--- src/rtl/wb_bus_monitor.sv ---
// rtl/wb_bus_monitor.sv - passive Wishbone classic activity monitor with stretched LEDs,
// saturating counters and a stall-timeout detector.
module wb_bus_monitor #(
   parameter int LEDS    = 8,
   parameter int DW      = 32,
   parameter int CNT_W   = 16,
   parameter int STRETCH = 1000000,
   parameter int TIMEOUT = 1024
) (
   input  logic             clk,
   input  logic             rst,
   input  logic             wb_stb,
   input  logic             wb_we,
   input  logic [DW-1:0]    wb_dat_c,
   input  logic             wb_ack,
   input  logic [DW-1:0]    wb_dat_p,
   input  logic [1:0]       mode,
   input  logic             clr,
   output logic [LEDS-1:0]  led,
   output logic [CNT_W-1:0] rd_cnt,
   output logic [CNT_W-1:0] wr_cnt,
   output logic [CNT_W-1:0] err_cnt,
   output logic             err
);

   localparam int SW = $clog2(STRETCH + 1);
   localparam int TW = $clog2(TIMEOUT + 1);
   localparam logic [SW-1:0] STR_LOAD = SW'(STRETCH);
   localparam logic [TW-1:0] TMO_M1   = TW'(TIMEOUT - 1);

   typedef enum logic [1:0] {
      IDLE  = 2'd0,
      WAIT  = 2'd1,
      STALL = 2'd2
   } state_t;

   state_t          state;
   state_t          state_nx;
   logic [TW-1:0]   stall_cnt;
   logic [SW-1:0]   rd_str;
   logic [SW-1:0]   wr_str;
   logic [DW-1:0]   last_dat;

   logic            comp;
   logic            rd_comp;
   logic            wr_comp;
   logic            timeout_ev;
   logic            rd_ind;
   logic            wr_ind;
   logic            busy;

   logic [LEDS-1:0] rd_l;
   logic [LEDS-1:0] wr_l;
   logic [LEDS-1:0] dat_l;
   logic [LEDS-1:0] sum_l;
   logic [LEDS+3:0] m0_v;
   logic [LEDS-1:0] led_nx;
   logic            unused_bits;

   // A completion is any strobed, acknowledged cycle regardless of FSM state,
   // so late acks from STALL are counted like any other.
   assign comp       = wb_stb && wb_ack;
   assign rd_comp    = comp && !wb_we;
   assign wr_comp    = comp && wb_we;
   assign timeout_ev = (state == WAIT) && wb_stb && !wb_ack && (stall_cnt == TMO_M1);
   assign rd_ind     = (rd_str != '0);
   assign wr_ind     = (wr_str != '0);
   assign busy       = (state != IDLE);

   always_ff @(posedge clk) begin
      if (rst) begin
         state <= IDLE;
      end else begin
         state <= state_nx;
      end
   end

   always_comb begin
      state_nx = state;
      case (state)
         IDLE: begin
            if (wb_stb && !wb_ack) begin
               state_nx = WAIT;
            end
         end
         WAIT: begin
            if (!wb_stb || wb_ack) begin
               state_nx = IDLE;
            end else if (stall_cnt == TMO_M1) begin
               state_nx = STALL;
            end
         end
         STALL: begin
            if (!wb_stb || wb_ack) begin
               state_nx = IDLE;
            end
         end
         default: begin
            state_nx = IDLE;
         end
      endcase
   end

   // Stall counter counts cycles spent waiting; it freezes once STALL is reached.
   always_ff @(posedge clk) begin
      if (rst) begin
         stall_cnt <= '0;
      end else if (state == IDLE) begin
         stall_cnt <= (wb_stb && !wb_ack) ? TW'(1) : '0;
      end else if (state == WAIT && wb_stb && !wb_ack) begin
         stall_cnt <= stall_cnt + TW'(1);
      end else if (state_nx == IDLE) begin
         stall_cnt <= '0;
      end
   end

   always_ff @(posedge clk) begin
      if (rst || clr) begin
         rd_cnt  <= '0;
         wr_cnt  <= '0;
         err_cnt <= '0;
         err     <= 1'b0;
      end else begin
         if (rd_comp && rd_cnt != '1) begin
            rd_cnt <= rd_cnt + CNT_W'(1);
         end
         if (wr_comp && wr_cnt != '1) begin
            wr_cnt <= wr_cnt + CNT_W'(1);
         end
         if (timeout_ev) begin
            err <= 1'b1;
            if (err_cnt != '1) begin
               err_cnt <= err_cnt + CNT_W'(1);
            end
         end
      end
   end

   // Stretchers and last-data ignore clr so the activity display stays honest.
   always_ff @(posedge clk) begin
      if (rst) begin
         rd_str <= '0;
      end else if (rd_comp) begin
         rd_str <= STR_LOAD;
      end else if (rd_str != '0) begin
         rd_str <= rd_str - SW'(1);
      end
   end

   always_ff @(posedge clk) begin
      if (rst) begin
         wr_str <= '0;
      end else if (wr_comp) begin
         wr_str <= STR_LOAD;
      end else if (wr_str != '0) begin
         wr_str <= wr_str - SW'(1);
      end
   end

   always_ff @(posedge clk) begin
      if (rst) begin
         last_dat <= '0;
      end else if (rd_comp) begin
         last_dat <= wb_dat_p;
      end else if (wr_comp) begin
         last_dat <= wb_dat_c;
      end
   end

   // Fit each display source to LEDS bits: truncate when wider, zero-extend when narrower.
   if (CNT_W >= LEDS) begin : g_cnt_trunc
      assign rd_l = rd_cnt[LEDS-1:0];
      assign wr_l = wr_cnt[LEDS-1:0];
   end else begin : g_cnt_ext
      assign rd_l = {{(LEDS-CNT_W){1'b0}}, rd_cnt};
      assign wr_l = {{(LEDS-CNT_W){1'b0}}, wr_cnt};
   end

   if (DW >= LEDS) begin : g_dat_trunc
      assign dat_l = last_dat[LEDS-1:0];
   end else begin : g_dat_ext
      assign dat_l = {{(LEDS-DW){1'b0}}, last_dat};
   end

   assign sum_l       = rd_l + wr_l;
   assign m0_v        = {sum_l, err, busy, wr_ind, rd_ind};
   assign unused_bits = ^{last_dat, m0_v};

   always_comb begin
      led_nx = '0;
      case (mode)
         2'd0:    led_nx = m0_v[LEDS-1:0];
         2'd1:    led_nx = rd_l;
         2'd2:    led_nx = wr_l;
         default: led_nx = dat_l;
      endcase
   end

   // All-ones during reset doubles as a lamp test.
   always_ff @(posedge clk) begin
      if (rst) begin
         led <= '1;
      end else begin
         led <= led_nx;
      end
   end

endmodule

--- config.mk ---
export PLATFORM = sky130hd
export DESIGN_NAME = wb_bus_monitor
export DESIGN_NICKNAME = d
export VERILOG_FILES = /design/src/rtl/wb_bus_monitor.sv
export SDC_FILE = /design/constraint.sdc
export NUM_CORES = 1
export LEC_CHECK = 0
export BUFFER_PORTS_ARGS = -buffer_cell sky130_fd_sc_hd__buf_2
export CORE_MARGIN = 4
export CORE_UTILIZATION = 55
export DETAILED_ROUTE_END_ITERATION = 8
export PLACE_DENSITY_LB_ADDON = 0.25
export SETUP_SLACK_MARGIN = 0.5
export SLEW_MARGIN = 20
export SYNTH_ARGS = -nofsm -noshare
export SYNTH_HDL_FRONTEND = slang
export SYNTH_SLANG_ARGS = --single-unit
--- constraint.sdc ---
create_clock -name clk -period 5.26 [get_ports clk]
set_input_delay 0.789 -clock clk [delete_from_list [all_inputs] [get_ports clk]]
set_output_delay 0.789 -clock clk [all_outputs]
set_load 0.02 [all_outputs]
Word level (Yosys, flattened, before mapping) --
Cells that the tools add are included.
Storage, ports and cells: flip-flop bits (word level) 118, input bits 72, output and inout port bits 57
Cells by class: add/subtract/negate cells 7, equal/unequal tests 8, mux-type cells 16, reduce and logical (&&, ||, !) cells 27
Operators by type and width (number):
- $mux 20 | 4
- $add 16x1->16 const B | 3
- $ne 16x16->1 const B | 3
- $reduce_bool 20->1 | 2
- $sub 20x1->20 const B | 2
- $mux 11 | 3
- $pmux 8 s3 | 1
- $mux 8 | 2
- $add 11x1->11 const B | 1
- $eq 11x10->1 const B | 1
- $logic_and 1x1->1 | 9
- $mux 2 | 4
- $reduce_bool 2->1 | 4
- $logic_not 2->1 | 3
- $pmux 2 s3 | 1
- $add 4x4->4 | 1
- $eq 2x1->1 const B | 2
- $eq 2x2->1 const B | 2
- $reduce_or 2->1 | 2
- $logic_not 1->1 | 3
- $reduce_bool 3->1 | 1
- $logic_or 1x1->1 | 2
- $reduce_and 2->1 | 1
- $mux 1 | 1

Depth between registers and ports, before layout --
depth in word-level cells 8, depth in mapped cells 8

Worst setup path after synthesis --
OpenSTA, ideal clock, no wires.
path type flip-flop to flip-flop, start point reg wr_str[6], end point reg led[1], arrival time 2238 ps, required time 5140 ps, path slack 2902 ps, cell stages (with the launch flop) 7, path buffers 1, clock period less this slack 2358 ps, cells stage by stage dfxtp_1 > or4_4 > or2_1 > buf_6 > or3_4 > mux4_2 > or2_1
On the way: word-level cells in the longest chain between the ends 2
RTL lines:
- from (decl) | RTL line 41 | logic [SW-1:0] wr_str;
- from (signal assigned) | RTL line 156 | wr_str <= wr_str - SW'(1);
- $reduce_bool 20->1 | RTL line 67 | assign wr_ind = (wr_str != '0);
- $pmux 8 s3 | RTL line 191 | case (mode)
- to (signal assigned) | RTL line 204 | led <= led_nx;
- to (decl) | RTL line 19 | output logic [LEDS-1:0] led,
Every way passes these cells. A chain may end at the register's enable or synchronous reset.

Worst setup path after layout --
start point reg rd_str[9], end point reg led[0]
On the way: word-level cells in the longest chain between the ends 2
RTL lines:
- from (decl) | RTL line 40 | logic [SW-1:0] rd_str;
- from (signal assigned) | RTL line 146 | rd_str <= rd_str - SW'(1);
- $reduce_bool 20->1 | RTL line 66 | assign rd_ind = (rd_str != '0);
- $pmux 8 s3 | RTL line 191
Every way passes these cells.

==> results.md <==
- Number of input and output port buffers inserted: 80
- Setup_tns: 0 ps
- Number of synthesis warnings: 0
- Area of the core: 10300 um^2
- Required time at the worst-slack endpoint: 5670 ps
- Share of async-settable or async-resettable flops after synthesis: 0%
- Total of cells resized after clock tree synthesis: 0
- Netlist area before placement: 5810 um^2
- Count of state elements after synthesis: 118
- GRT Total Usage: 22.3%
- Switching power of the nets: 1.03 mW
- Setup repair after global routing missed its margin: no
- TritonCTS clock tree: yes
- Wire length per cell: 15.5 um
- 1st-iter DRT viols: 470
- Clock Sink Count: 118
- Final Skew: 5.53 ps
- Ratio of routed vias to standard cells: 5.80
- Share of the synthesized area in compound gates (AO/OA/AOI/OAI): 11.8%
- Ports placed on the boundary: 129
- P_int: 2.20 mW
- Y dimension of the die: 111 um
- Post-DP HPWL: 9470 um
- Post-synthesis mux area share: 5.43%
- Total number of H-tree levels: 4
- Wire length of the first global-routing pass: 22700 um
- Proportion of netlist area held by the largest area contributor: 40.7%
- Quantity of hold-fixing buffers added after cts: 0
- Seq pwr share: 35.2%
- Net count after synthesis: 746
- Yosys top cell by area: sky130_fd_sc_hd__dfxtp_1
- Antenna violations before repair: 0
- Number of antenna-violating nets in the routed design: 0
- Overflow left after global routing: 0
- Hold violation count in the final report: 0
- Status: finished, final reports clean
- Share of post-route cells with drive strength above 1: 17.9%
- Final antenna diode count: 0
- Final net count: 814
- Routability congestion estimate: 0.848
- Largest net degree at the start of global routing: 47
- Starting Density: 56.3%
- Unique cell type count in the Yosys netlist: 56
- Part of the power in the clock network: 37.6%
- CTS Root Buffer Type: sky130_fd_sc_hd__clkbuf_8
- Growth of design area from synthesis to finish: 18.3%
- Critical Path End Type: flop
- Vias in the first global route: 4736
- Post-CTS setup repair buffer count: 0
- Timing-limited maximum frequency: 359 MHz
- Number of setup violations in the final report: 0
- Worst min-delay path class: reg2reg
- Number of detailed-route iterations in the first pass: 5
- Syn Area/Cell: 8.76 um^2
- Pwr Density: 470 nW/um^2
- Share of synthesized cell area in full adder, half adder and majority cells: 2.50%
- Combinational family with the most area after synthesis: simple AND/OR/NAND/NOR gates
- Switching share of power: 31.9%
- Die Wd: 111 um
- Instance count of the mapped netlist: 663
- Max cap viols: 0
- Proportion of power drawn by combinational gates: 27.3%
- Portion of the clock cycle consumed by the worst path in the final layout: 52.9%
- Category of the most critical setup path: reg2reg
- XOR/XNOR share of the synthesized area: 10.6%
- Slew Limit Fails: 0
- Min Clock Period, post-route: 2780 ps
- Rows: 37
- Final Routed Wirelength: 13700 um
- Total Die Area: 12300 um^2
- Maximum clock insertion buffer count: 2
- Max transition margin: 28.9%
- Slew at the pin closest to its max-slew limit: 1060 ps
- Vias after detailed routing: 5094
- Synth area leaders: sky130_fd_sc_hd__dfxtp_1 41%, sky130_fd_sc_hd__nor2_1 6.6%, sky130_fd_sc_hd__xnor2_1 6.3%, sky130_fd_sc_hd__xor2_1 4.2%, sky130_fd_sc_hd__mux2i_1 3.1%
- Top fanout value on the critical path: 14
- Worst-Skew Late Latency: 520 ps
- DRC violations left: 0
- Startpoint Class: flop
- Area share of and/or/nand/nor cells after synthesis: 26.0%
- Register area share after synthesis: 40.7%
- Most instantiated flip-flop cell in the synthesis netlist: sky130_fd_sc_hd__dfxtp_1
- CTS clk-pin slew, worst paths: 50 ps
- Cts bufs inserted: 17
- Overall Power: 3.23 mW
- Number of enable-type register cells in the synthesized netlist: 0
- Arrival time at the worst endpoint: 3190 ps
- Reported leakage power: 2.67 nW
- VDD IR-drop max: 0.000351 V
## power groups by stage
stage | registers (mW) | clock network, mW | logic (mW)
2_1_floorplan | 1.13 | 0 | 0.749
3_3_place_gp | 1.14 | 0 | 0.833
3_5_place_dp | 1.15 | 0 | 0.863
4_1_cts | 1.13 | 1.23 | 0.876
5_1_grt | 1.15 | 1.28 | 0.983
6_report | 1.13 | 1.21 | 0.881
## stage by stage
step / cell area [um^2] / std cells / util (%) / hold WS [ps] / worst slack, ps
global placement: 6250 / 848 / 60.6 / 464 / 2470
finish: 6870 / 879 / 66.6 / 496 / 2480
detailed placement: 6250 / 848 / 60.6 / 486 / 2400
global route: 6870 / 879 / 66.6 / 527 / 2370
floorplan: 5810 / 663 / - / 445 / 2900
CTS: 6870 / 879 / 66.6 / 496 / 2520
## final timing paths
path / from / to / slack [ps] / depth (start not counted)
worst max-delay path: rd_str[9] / led[0] / 2480 / 5
worst min-delay path: stall_cnt[0] / stall_cnt[0] / 500 / 1
worst max register to register: rd_str[9] / led[0] / 2480 / 5
worst min register to register: stall_cnt[0] / stall_cnt[0] / 500 / 1
## cells in the final DEF (no fill, tap or decap), drive strengths merged, types with 12 or more instances in the layout
master and instances:
dfxtp 118, nor2 102, buf 80, xnor2 42
nand2 32, a21oi 30, xor2 28, nand3 25
nor3 23, a211oi 22, nor4 21, clkbuf 21
mux2i 18, inv 15, or2 13, or3 12
## flip-flops by register name, indices dropped and copies added (netlist names)
name       cells
wr_cnt        16
wr_str        20
err            1
last_dat       8
led            8
err_cnt       16
stall_cnt     11
rd_str        20
state          2
rd_cnt        16
## synth_stat cells (6+ instances only)
master,number
sky130_fd_sc_hd__a211oi_1,22
sky130_fd_sc_hd__a21oi_1,30
sky130_fd_sc_hd__and3_1,9
sky130_fd_sc_hd__and4_1,9
sky130_fd_sc_hd__clkbuf_1,27
sky130_fd_sc_hd__dfxtp_1,118
sky130_fd_sc_hd__ha_1,10
sky130_fd_sc_hd__inv_1,15
sky130_fd_sc_hd__mux2i_1,18
sky130_fd_sc_hd__mux4_2,6
sky130_fd_sc_hd__nand2_1,32
sky130_fd_sc_hd__nand2b_1,8
sky130_fd_sc_hd__nand3_1,25
sky130_fd_sc_hd__nand4_1,11
sky130_fd_sc_hd__nor2_1,102
sky130_fd_sc_hd__nor3_1,23
sky130_fd_sc_hd__nor4_1,21
sky130_fd_sc_hd__o211ai_1,7
sky130_fd_sc_hd__o21ai_0,10
sky130_fd_sc_hd__o31ai_1,9
sky130_fd_sc_hd__or2_2,10
sky130_fd_sc_hd__or3_1,10
sky130_fd_sc_hd__xnor2_1,42
sky130_fd_sc_hd__xor2_1,28
## logic make-up (layout without fill, tap and decap cells)
kind of cell | count (synthesis) | count (layout)
xor gates and xnor gates | 70 | 70
and+or+nand+nor | 292 | 292
DFF | 118 | 118
AOI/OAI and AO/OA | 102 | 102
adders and majority gates | 11 | 11
buffers and inverters | 46 | 126
muxes | 24 | 24
## final cells by class
| class | count | area [um^2] |
|---|---|---|
| Inverter | 15 | 56.3 |
| Fill cell | 827 | 3450 |
| Tap cell | 136 | 170 |
| Timing Repair Buffer | 80 | 400 |
| Multi-Input combinational cell | 499 | 3270 |
| Clock buffer | 21 | 439 |
| Sequential cell | 118 | 2360 |
| Clock inverter | 10 | 178 |
## metal layers
layer	vias up	GRT usage, %	share of wire (%)
met5	-	0	0
met4	0	8.87	1.5
met3	25	5.46	5.7
met2	157	36.8	49
met1	2383	28.1	44
li1	2529	-	-
## critical path, stage by stage (launching register included)
cell and delay, ps:
sky130_fd_sc_hd__dfxtp_1 340, sky130_fd_sc_hd__nor4_1 580, sky130_fd_sc_hd__and3_1 550, sky130_fd_sc_hd__nand2_1 360
sky130_fd_sc_hd__mux4_2 550, sky130_fd_sc_hd__or2_2 280
Note: power is estimated with default switching activity, not from simulation.
